`config.mk`:
```
export PLATFORM = sky130hd
export DESIGN_NAME = fetch_sequencer_flat
export DESIGN_NICKNAME = d
export VERILOG_FILES = /design/src/rtl/fetch_sequencer_if.sv /design/src/rtl/fetch_sequencer.sv /design/src/flat_wrapper.sv
export SDC_FILE = /design/constraint.sdc
export NUM_CORES = 1
export LEC_CHECK = 0
export CAP_MARGIN = 40
export CORE_MARGIN = 2
export CORE_UTILIZATION = 43
export DETAILED_ROUTE_END_ITERATION = 6
export PLACE_DENSITY = 0.77
export SLEW_MARGIN = 5
export SYNTH_ARGS = -nofsm -noshare
export SYNTH_HDL_FRONTEND = slang
export SYNTH_SLANG_ARGS = --single-unit
```
`constraint.sdc`:
```
create_clock -name clk -period 3.9 [get_ports clk]
set_input_delay 0.78 -clock clk [delete_from_list [all_inputs] [get_ports clk]]
set_output_delay 0.78 -clock clk [all_outputs]
set_load 0.005 [all_outputs]
```
`src/rtl/fetch_sequencer_if.sv`:
```
// Instruction-memory fetch channel between the sequencer (master) and memory (slave).
interface fetch_sequencer_if;
  logic        req;
  logic [31:0] addr;
  logic        ack;
  logic [31:0] rdata;

  modport master (output req, addr, input ack, rdata);
  modport slave  (input req, addr, output ack, rdata);
endinterface

```
`src/rtl/fetch_sequencer.sv`:
```
// Single-issue fetch/execute sequencer: fetches from imem, hands the word to the datapath,
// then advances or redirects the PC. Fetch timeout raises a sticky fault and halts.
module fetch_sequencer #(
  parameter logic [31:0] RESET_PC    = 32'h0000_0000,
  parameter int          ACK_TIMEOUT = 15
) (
  input  logic                clk,
  input  logic                rst,
  fetch_sequencer_if.master   imem,
  input  logic                exec_done,
  input  logic                branch_taken,
  input  logic [31:0]         branch_target,
  input  logic                halt_req,
  input  logic                resume,
  output logic [31:0]         pc,
  output logic [31:0]         instr,
  output logic                instr_valid,
  output logic                fault,
  output logic [15:0]         retired,
  output logic [2:0]          state
);

  typedef enum logic [2:0] {
    S_IDLE   = 3'd0,
    S_FETCH  = 3'd1,
    S_WAIT   = 3'd2,
    S_EXEC   = 3'd3,
    S_UPDATE = 3'd4,
    S_HALT   = 3'd5
  } state_t;

  // Count of completed no-ack WAIT cycles; reaching LAST on a no-ack cycle is the timeout.
  localparam logic [7:0] LAST = 8'(ACK_TIMEOUT - 1);

  state_t      state_q, state_d;
  logic [31:0] pc_q;
  logic [31:0] instr_q;
  logic        fault_q;
  logic [15:0] retired_q;
  logic        halt_seen;
  logic [7:0]  cnt;
  logic        br_q;
  logic [31:0] tgt_q;
  logic        timeout;
  logic        halt_now;

  assign timeout  = (state_q == S_WAIT) && !imem.ack && (cnt == LAST);
  assign halt_now = halt_req || halt_seen;

  always_ff @(posedge clk or posedge rst) begin
    if (rst) state_q <= S_IDLE;
    else     state_q <= state_d;
  end

  always_comb begin
    state_d = state_q;
    case (state_q)
      S_IDLE:   state_d = S_FETCH;
      S_FETCH:  state_d = S_WAIT;
      S_WAIT: begin
        if (imem.ack)    state_d = S_EXEC;
        else if (timeout) state_d = S_HALT;
      end
      S_EXEC:   if (exec_done) state_d = S_UPDATE;
      S_UPDATE: state_d = halt_now ? S_HALT : S_FETCH;
      S_HALT:   if (resume) state_d = S_FETCH;
      default:  state_d = S_IDLE;
    endcase
  end

  always_ff @(posedge clk or posedge rst) begin
    if (rst) begin
      pc_q      <= RESET_PC;
      instr_q   <= '0;
      fault_q   <= 1'b0;
      retired_q <= '0;
      halt_seen <= 1'b0;
      cnt       <= '0;
      br_q      <= 1'b0;
      tgt_q     <= '0;
    end else begin
      // A halt request anywhere in the fetch/execute window is honoured after retire.
      if ((state_q == S_FETCH || state_q == S_WAIT || state_q == S_EXEC) && halt_req)
        halt_seen <= 1'b1;
      case (state_q)
        S_FETCH: cnt <= '0;
        S_WAIT: begin
          if (imem.ack)     instr_q <= imem.rdata;
          else if (timeout) fault_q <= 1'b1;
          else              cnt     <= cnt + 8'd1;
        end
        S_EXEC: begin
          if (exec_done) begin
            br_q  <= branch_taken;
            tgt_q <= branch_target;
          end
        end
        S_UPDATE: begin
          pc_q      <= br_q ? {tgt_q[31:2], 2'b00} : pc_q + 32'd4;
          retired_q <= retired_q + 16'd1;
        end
        S_HALT: if (resume) halt_seen <= 1'b0;
        default: ;
      endcase
    end
  end

  assign imem.req    = (state_q == S_FETCH) || (state_q == S_WAIT);
  assign imem.addr   = pc_q;
  assign pc          = pc_q;
  assign instr       = instr_q;
  assign instr_valid = (state_q == S_EXEC);
  assign fault       = fault_q;
  assign retired     = retired_q;
  assign state       = state_q;

endmodule

```
`src/flat_wrapper.sv`:
```
// flat-port wrapper written by rule: the top's interface ports become plain ports
module fetch_sequencer_flat 
#(
  parameter logic [31:0] RESET_PC    = 32'h0000_0000,
  parameter int          ACK_TIMEOUT = 15
)
  (clk, rst, exec_done, branch_taken, branch_target, halt_req, resume, pc, instr, instr_valid, fault, retired, state, imem_req, imem_addr, imem_ack, imem_rdata);
  fetch_sequencer_if imem_i ();
  input  logic clk;
  input  logic rst;
  input  logic exec_done;
  input  logic branch_taken;
  input  logic [31:0] branch_target;
  input  logic halt_req;
  input  logic resume;
  output logic [31:0] pc;
  output logic [31:0] instr;
  output logic instr_valid;
  output logic fault;
  output logic [15:0] retired;
  output logic [2:0] state;
  output wire logic [$bits(imem_i.req)-1:0] imem_req;
  output wire logic [$bits(imem_i.addr)-1:0] imem_addr;
  input wire logic [$bits(imem_i.ack)-1:0] imem_ack;
  input wire logic [$bits(imem_i.rdata)-1:0] imem_rdata;
  assign imem_req = imem_i.req;
  assign imem_addr = imem_i.addr;
  assign imem_i.ack = imem_ack;
  assign imem_i.rdata = imem_rdata;
  fetch_sequencer #(.RESET_PC(RESET_PC), .ACK_TIMEOUT(ACK_TIMEOUT)) u_core (.clk(clk), .rst(rst), .imem(imem_i), .exec_done(exec_done), .branch_taken(branch_taken), .branch_target(branch_target), .halt_req(halt_req), .resume(resume), .pc(pc), .instr(instr), .instr_valid(instr_valid), .fault(fault), .retired(retired), .state(state));
endmodule
```
## Yosys cells after proc, flatten, opt, wreduce, memory -nomap -nowiden

Cells that the tools add are included.

- Word-level logic and storage cells: 51
- Register bits: 126
- Input port bits: 71

- Muxes and demuxes: 13
- Reduce and logical (&&, ||, !) cells: 14
- Add/subtract/negate cells: 3
- Equality and inequality tests: 11
- Bitwise logic cells: 1

Operators with widths:

| cell | count |
|---|---|
| adder 32 x 3 -> 32 bit (second input constant) | 1 |
| two-way mux 32 bit | 1 |
| case mux 3 bit (6 select lines) | 1 |
| adder 16 x 1 -> 16 bit (second input constant) | 1 |
| two-way mux 8 bit | 2 |
| case mux 8 bit (2 select lines) | 1 |
| two-way mux 3 bit | 5 |
| AND reduction 3 bit | 3 |
| adder 8 x 1 -> 8 bit (second input constant) | 1 |
| equality test 8 x 4 -> 1 bit (second input constant) | 1 |
| inequality test 2 bit (second input constant) | 4 |
| equality test 3 x 2 -> 1 bit (second input constant) | 2 |
| equality test 3 bit (second input constant) | 2 |
| AND reduction 2 bit | 2 |
| equality test 3 x 1 -> 1 bit (second input constant) | 1 |
| logical AND 1 bit | 3 |
| logical NOT 3 bit | 1 |
| logical OR 1 bit | 3 |
| two-way mux 1 bit | 3 |
| inequality test 3 x 2 -> 1 bit (second input constant) | 1 |
| nonzero test 2 bit | 1 |
| logical NOT 1 bit | 1 |
| inverter 1 bit | 1 |

## Logic depth before layout (Yosys ltp)

- Word-level depth: 7
- Gate-level depth with buffers: 7
- Mapped depth without buffers: 6

## Worst setup path after synthesis

Ideal clock, no wire load.

- Path kind: input to register
- From: input port imem_ack
- To: register u_core.instr_q[10], in the netlist u_core.instr[10]
- Arrival time: 1.957 ns
- Setup time: 0.125 ns
- Stages on the path: 4
- Setup slack: 1.819 ns
- Data required time: 3.775 ns
- Buffers on the path: 2
- Cell sequence: nor4bb_1 -> clkbuf_1 -> clkbuf_1 -> mux2_2

- Word-level cells in the longest chain between the ends: 1

RTL lines:

| item | RTL line | RTL |
|---|---|---|
| start: declaration | flat_wrapper.sv:24 | `input wire logic [$bits(imem_i.ack)-1:0] imem_ack;` |
| AND reduction 2 bit (no source line) | - |  |
| end signal: assignment | fetch_sequencer.sv:88 | `if (imem.ack) instr_q <= imem.rdata;` |
| end: declaration | fetch_sequencer.sv:37 | `logic [31:0] instr_q;` |

No other way between the ends.
A chain may end at the register's enable or synchronous reset.

## Worst setup path after layout

- From: register u_core.state_q[0], in the netlist u_core.state[0]
- To: output port instr_valid

- Word-level cells in the longest chain between the ends: 1

RTL lines:

| item | RTL line | RTL |
|---|---|---|
| start: declaration | fetch_sequencer.sv:35 | `state_t state_q, state_d;` |
| start signal: assignment | fetch_sequencer.sv:52 | `else state_q <= state_d;` |
| equality test 3 x 2 -> 1 bit | fetch_sequencer.sv:112 | `assign instr_valid = (state_q == S_EXEC);` |
| end: declaration | flat_wrapper.sv:18 | `output logic instr_valid;` |

No other way between the ends.

==> metrics <==
status=complete, no violations; largest net degree at the start of global routing=49; PD cells=724.3 nW/um^2; die area=15270 sq um; Hold-fix buffers, CTS=0; global-route wire length before repair=26480 um; Area Overhead vs Synth=38.25%; Setup crit end kind=output port; Synth area leader=dfrtp_1; gpl congestion=0.8762; Critical Path AT=1960 ps; CTS tree=built; FFs w/ async S/R, synth=1.000; initial antenna violation count=1; Unique masters post-synth=61; Die X=123.6 um; CP Cell Sequence=and3b_1 > clkdlybuf4s50_1; Iter 0 DRT Violations=231; crit path kind=register to output port; clock sinks=122; Synth Register Bits=122; drt drc=0; register area share after synthesis=0.4964; commonest cells after routing, fill and taps aside=clkdlybuf4s50_1, dfrtp_1, mux2_2, nand2_1, nand3_1; worst stage delay on the critical path=720 ps; Antenna diodes=0; DP HPWL=11820 um; R2R Path Start=u_core.state[2]; number of enable flip-flop cells after synthesis=0; core area=13930 sq um; Ports=189; RSZ-0062 raised after global routing=no; Worst R2R Setup Slack=1520 ps; Max clock buf depth=2; die height=123.6 um; total congestion overflow after global routing=0; final hold violation count=0; Least-Margin Pin Slew=878.6 ps; Worst R2R End=u_core.retired[14]; VDD IR max=0.0004214 V; CP Max Fanout=15; Critical Path RT=3120 ps; Synth Cell Area=6150 sq um; worst reg-to-reg path cell count=5; CP top delay family=flip-flops; Filler Cells Inserted=1111; Final setup viols=0; setup TNS=0 ps; final WL=16490 um; Synthesis Warnings=0; Tmin final=2740 ps; CP startpoint kind=register; post-synth top area share=0.4964; syn_area_per_cell=10.68 sq um; setup ws final=1160 ps; Tcrit/Tclk final=0.7027; Post CTS Setup Buffer Count=0; leak pwr=0.003466 uW; depth of the CTS H-tree=4; Critical Path Slowest Stage Cell=dfrtp_1; end of the critical path=instr_valid; Initial Util=0.4413; CP Launch Point=u_core.state[0]; Num CTS Buffers=17; commonest non-fill, non-tap cell in the layout=clkdlybuf4s50_1; vias in the first global route=5169; Rel. slew slack=0.4089; antenna-violating nets left=0; Min-Delay Path Class=register to register; top cells by area, synth=dfrtp_1, mux2_2, buf_4; GRT Overall Usage=0.2257; Synth Flop Type=dfrtp_1; Max Cap Violations=0; row cnt=43; total number of vias=5182; Buffers on Ports=182; Buf/Inv on CP=1; final net count=796; FMAX=364.9 MHz; Post-Synthesis Cells=576; Resize count post-CTS=0; clock-pin slew on the worst setup and hold paths=60 ps; root buf cell=clkbuf_16; clk_lat worst skew=410 ps; Crit path depth=2; DR vias/cell=5.676; per-cell routed wire length=18.06 um; ratio of cells with drive above 1 in the final layout=0.1501; Setup Skew=8.999 ps; first-pass iteration count of the detailed router=5; Max Slew Vio Count=0; pre-CTS setup slack=1187 ps
power by group:
part	switching (uW)	internal (uW)	total, uW
registers	571	1760	2330
clock network	546	962	1510
logic	881	1430	2320
layer usage:
metal,track usage,vias to the layer above,part of all wire
met5,0,-,0.00079
met4,0.07031,2,0.014
met3,0.08700,20,0.092
met2,0.3719,261,0.49
met1,0.2737,2537,0.40
li1,-,2362,-
sequential cells by signal (all words and copies together) (netlist names):
| name | cells |
|---|---|
| u_core.halt_seen | 1 |
| u_core.instr | 32 |
| u_core.cnt | 8 |
| u_core.tgt_q | 30 |
| u_core.br_q | 1 |
| u_core.imem.addr | 30 |
| u_core.retired | 16 |
| u_core.fault | 1 |
| u_core.state | 3 |
layout make-up:
cell class / count / area [sq um] / area share
clock buffer: 22 / 464.2 / 0.05460
clock inverter: 9 / 97.59 / 0.01148
inverter: 11 / 45.04 / 0.005298
multi-input combinational: 378 / 2686 / 0.3160
sequential: 122 / 3053 / 0.3591
tap: 180 / 225.2 / 0.02649
timing repair buffer: 191 / 1931 / 0.2271
worst min path at each step:
stage	depth (start not counted)	to	slack [ps]	startpoint
2_1_floorplan	1	u_core.fault	450	u_core.fault
3_3_place_gp	1	u_core.fault	450	u_core.fault
3_5_place_dp	1	u_core.fault	450	u_core.fault
4_1_cts	1	u_core.retired[15]	470	u_core.retired[15]
5_1_grt	1	u_core.fault	480	u_core.fault
6_report	1	u_core.retired[15]	470	u_core.retired[15]
through the flow:
step / total power [uW] / util / cells / hold WS (ps) / area [sq um]
6_report: 6158 / 0.6101 / 913 / 465.8 / 8502
5_1_grt: 6546 / 0.6101 / 913 / 480.0 / 8502
4_1_cts: 6203 / 0.6101 / 913 / 468.2 / 8502
3_5_place_dp: 4661 / 0.5698 / 882 / 452.7 / 7940
3_3_place_gp: 4545 / 0.5676 / 880 / 449.6 / 7909
2_1_floorplan: 3487 / - / 579 / 451.0 / 6165
Yosys cell counts (2+ instances only):
cell / instances
a211o_1: 2
nor4_1: 10
a211oi_1: 3
buf_2: 8
nand3_1: 27
o22ai_1: 2
xnor2_1: 9
clkbuf_2: 3
nor2b_1: 2
nor2_1: 24
a21oi_1: 20
nor4b_1: 2
dfrtp_1: 122
or4_1: 5
ha_1: 4
o31ai_1: 4
a31o_2: 4
nand2_1: 42
a22o_1: 2
a22oi_1: 4
nand4_1: 18
mux2i_1: 7
o311ai_0: 6
and2_1: 3
o41ai_1: 4
or3_1: 6
clkbuf_1: 21
nand2b_1: 6
buf_4: 35
inv_1: 11
a31oi_1: 5
nor3_1: 15
xor2_1: 9
mux2_2: 63
nor3b_1: 5
and4_1: 6
o21ai_0: 26
and3_1: 8
cell families (layout without fill, tap and decap cells):
family	after synthesis	count (layout)	share of synthesized area
xor+xnor	18	18	0.02564
flops	122	122	0.4964
compound gates	95	95	0.1046
fa+ha+maj	4	4	0.008139
other cells	1	4	0.0006098
simple gates	187	187	0.1660
mux	70	70	0.1268
buf+inv	79	233	0.07182
Power figures use the tool's default switching activity.
==> edit (same flow settings) <==
Reset style: synchronous (`rst`), changed in 2 clocked blocks.
--- a/src/rtl/fetch_sequencer.sv
+++ b/src/rtl/fetch_sequencer.sv
@@ -47,7 +47,7 @@
   assign timeout  = (state_q == S_WAIT) && !imem.ack && (cnt == LAST);
   assign halt_now = halt_req || halt_seen;
 
-  always_ff @(posedge clk or posedge rst) begin
+  always_ff @(posedge clk) begin
     if (rst) state_q <= S_IDLE;
     else     state_q <= state_d;
   end
@@ -68,7 +68,7 @@
     endcase
   end
 
-  always_ff @(posedge clk or posedge rst) begin
+  always_ff @(posedge clk) begin
     if (rst) begin
       pc_q      <= RESET_PC;
       instr_q   <= '0;
Function: differs if rst is asserted again (counterexample within 4 cycles, from zero or initial values and one cycle with rst high); with rst held inactive, the same outputs for 10 cycles.
==> edit against the unedited design <==
Sequential cell count did not move. Count of clock-buffer cells in the layout fell by 2. Non-clock buffer count fell by 1. Routed wire length rose by 5.7%. Cell area fell by 2.0%. Core utilization fell by 0.99 points. Synthesized area fell by 0.53%. Worst setup slack got worse by 0.35 ns. Maximum frequency fell by 11%. Critical path depth rose by 1.
Power is not compared: it rests on default switching activity, and its combinational part moved more than twofold at a synthesized area within 25%.
==> edit: results (changes against the unedited design) <==
<table>
<tr><th>Metric</th><th>Value</th></tr>
<tr><th colspan="2">Worst setup path</th></tr>
<tr><td>Startpoint of the worst register-to-register path</td><td>u_core.imem.addr[2]$_SDFFE_PP0N_</td></tr>
<tr><td>Worst-case register-to-register setup slack</td><td>1.46 ns (-0.06 ns)</td></tr>
<tr><td>Worst path slowest cell</td><td>dfxtp_1</td></tr>
<tr><td>Maximum cell stage delay along the critical path</td><td>0.82 ns (+0.10 ns)</td></tr>
<tr><td>Capture instance of the worst register-to-register path</td><td>u_core.imem.addr[24]$_SDFFE_PP0N_</td></tr>
<tr><th colspan="2">Route</th></tr>
<tr><td>Detail Route met3 WL</td><td>1.620 mm (+7.3%)</td></tr>
<tr><td>Number of vias in the routed layout</td><td>6082 (+17%)</td></tr>
<tr><td>Number of design-rule violations left by the first detailed-router iteration</td><td>570 (+150%)</td></tr>
<tr><td>Top sig layer</td><td>met4</td></tr>
<tr><td>Detailed-routed wire length on met2</td><td>8.039 mm (-1.3%)</td></tr>
<tr><th colspan="2">Yosys</th></tr>
<tr><td>Multiplexer share of the synthesized area</td><td>1.514% (-11 points)</td></tr>
<tr><td>Count of distinct cell types in the synthesized netlist</td><td>76 (+25%)</td></tr>
<tr><td>Post-synthesis async set-or-reset flop share</td><td>0% (-100 points)</td></tr>
<tr><td>Fraction of the yosys area taken by sequential cells</td><td>39.93% (-9.7 points)</td></tr>
<tr><td>Commonest cells in the synthesized netlist</td><td>nand2_1, dfxtp_1, a21oi_1</td></tr>
<tr><td>Fraction of synthesized cell area in xor and xnor cells</td><td>1.575% (-0.99 points)</td></tr>
<tr><td>Adder-cell share of the synthesized area</td><td>0.8182% (+0.0043 points)</td></tr>
<tr><th colspan="2">GRT</th></tr>
<tr><td>Number of antenna violations at the first check in global routing</td><td>0 (-1)</td></tr>
<tr><td>Maximum number of pins on one net before global-route repair</td><td>59 (+20%)</td></tr>
<tr><td>Met2 routing resource usage after global routing</td><td>34.68% (-2.5 points)</td></tr>
<tr><td>Number of global-route vias before repair</td><td>5351 (+3.5%)</td></tr>
<tr><td>Met1 capacity usage during global routing</td><td>30.53% (+3.2 points)</td></tr>
<tr><th colspan="2">Place</th></tr>
<tr><td>HPWL reported at the end of detailed placement</td><td>11.65 mm (-1.4%)</td></tr>
<tr><td>Global placement routability congestion</td><td>0.8628 (-1.5%)</td></tr>
<tr><th colspan="2">Outcome</th></tr>
<tr><td>Status</td><td>completed</td></tr>
<tr><th colspan="2">Die</th></tr>
<tr><td>Die ar.</td><td>15200 µm² (-0.52%)</td></tr>
<tr><th colspan="2">Hold path</th></tr>
<tr><td>Worst min-delay path endpoint</td><td>u_core.instr[7]$_SDFFE_PP0P_</td></tr>
<tr><td>Hold Startpoint</td><td>u_core.instr[7]$_SDFFE_PP0P_</td></tr>
<tr><th colspan="2">STA</th></tr>
<tr><td>Worst setup skew after layout</td><td>0.006335 ns (-0.002664 ns)</td></tr>
</table>
edit: worst max-delay path by stage:
stage / slack, ns / from / to
after floorplan: 1.71 / u_core.imem.addr[2]$_SDFFE_PP0N_ / u_core.imem.addr[28]$_SDFFE_PP0N_
after global placement: 1.31 / imem_ack / u_core.cnt[1]$_SDFFE_PP0P_
after detailed placement: 1.27 / imem_ack / u_core.cnt[1]$_SDFFE_PP0P_
after CTS: 0.84 / u_core.state[1]$_SDFFE_PP0P_ / imem_req
after global routing: 0.72 / u_core.state[1]$_SDFFE_PP0P_ / imem_req
final: 0.81 / u_core.state[1]$_SDFFE_PP0P_ / imem_req
edit: report_power, final:
part | leakage [µW] | switching [µW] | internal [µW] | total (µW)
combinational | 0.00143 | 200 | 303 | 503
clock | 0.000302 | 568 | 1100 | 1670
sequential | 0.000989 | 132 | 1310 | 1440
total | 0.00272 | 900 | 2710 | 3610
edit: cell type report:
type | instances | area [µm²]
flip-flops and latches | 122 | 2442
clock inverters | 12 | 171.4
well taps | 180 | 225.2
inverters | 13 | 48.80
fillers | 1230 | 5549
multi-input cells | 542 | 3108
clock buffers | 20 | 456.7
repair buffers | 190 | 1879
edit: worst reg2reg max path: stages (launching register included):
cell and delay (ns):
dfxtp_1 0.49, ha_1 0.33, nand4_4 0.17, or4_4 0.69, or4_1 0.53, a31oi_1 0.16
edit: through the flow:
step / worst slack, ns / hold slack, ns / instance area (µm²) / cells
floorplan: 1.708 / 0.4317 / 6128 / 770
global placement: 1.306 / 0.4410 / 7704 / 1047
detailed placement: 1.273 / 0.4443 / 7704 / 1047
CTS: 0.8389 / 0.4542 / 8332 / 1079
global route: 0.7219 / 0.4702 / 8332 / 1079
finish: 0.8105 / 0.4512 / 8332 / 1079
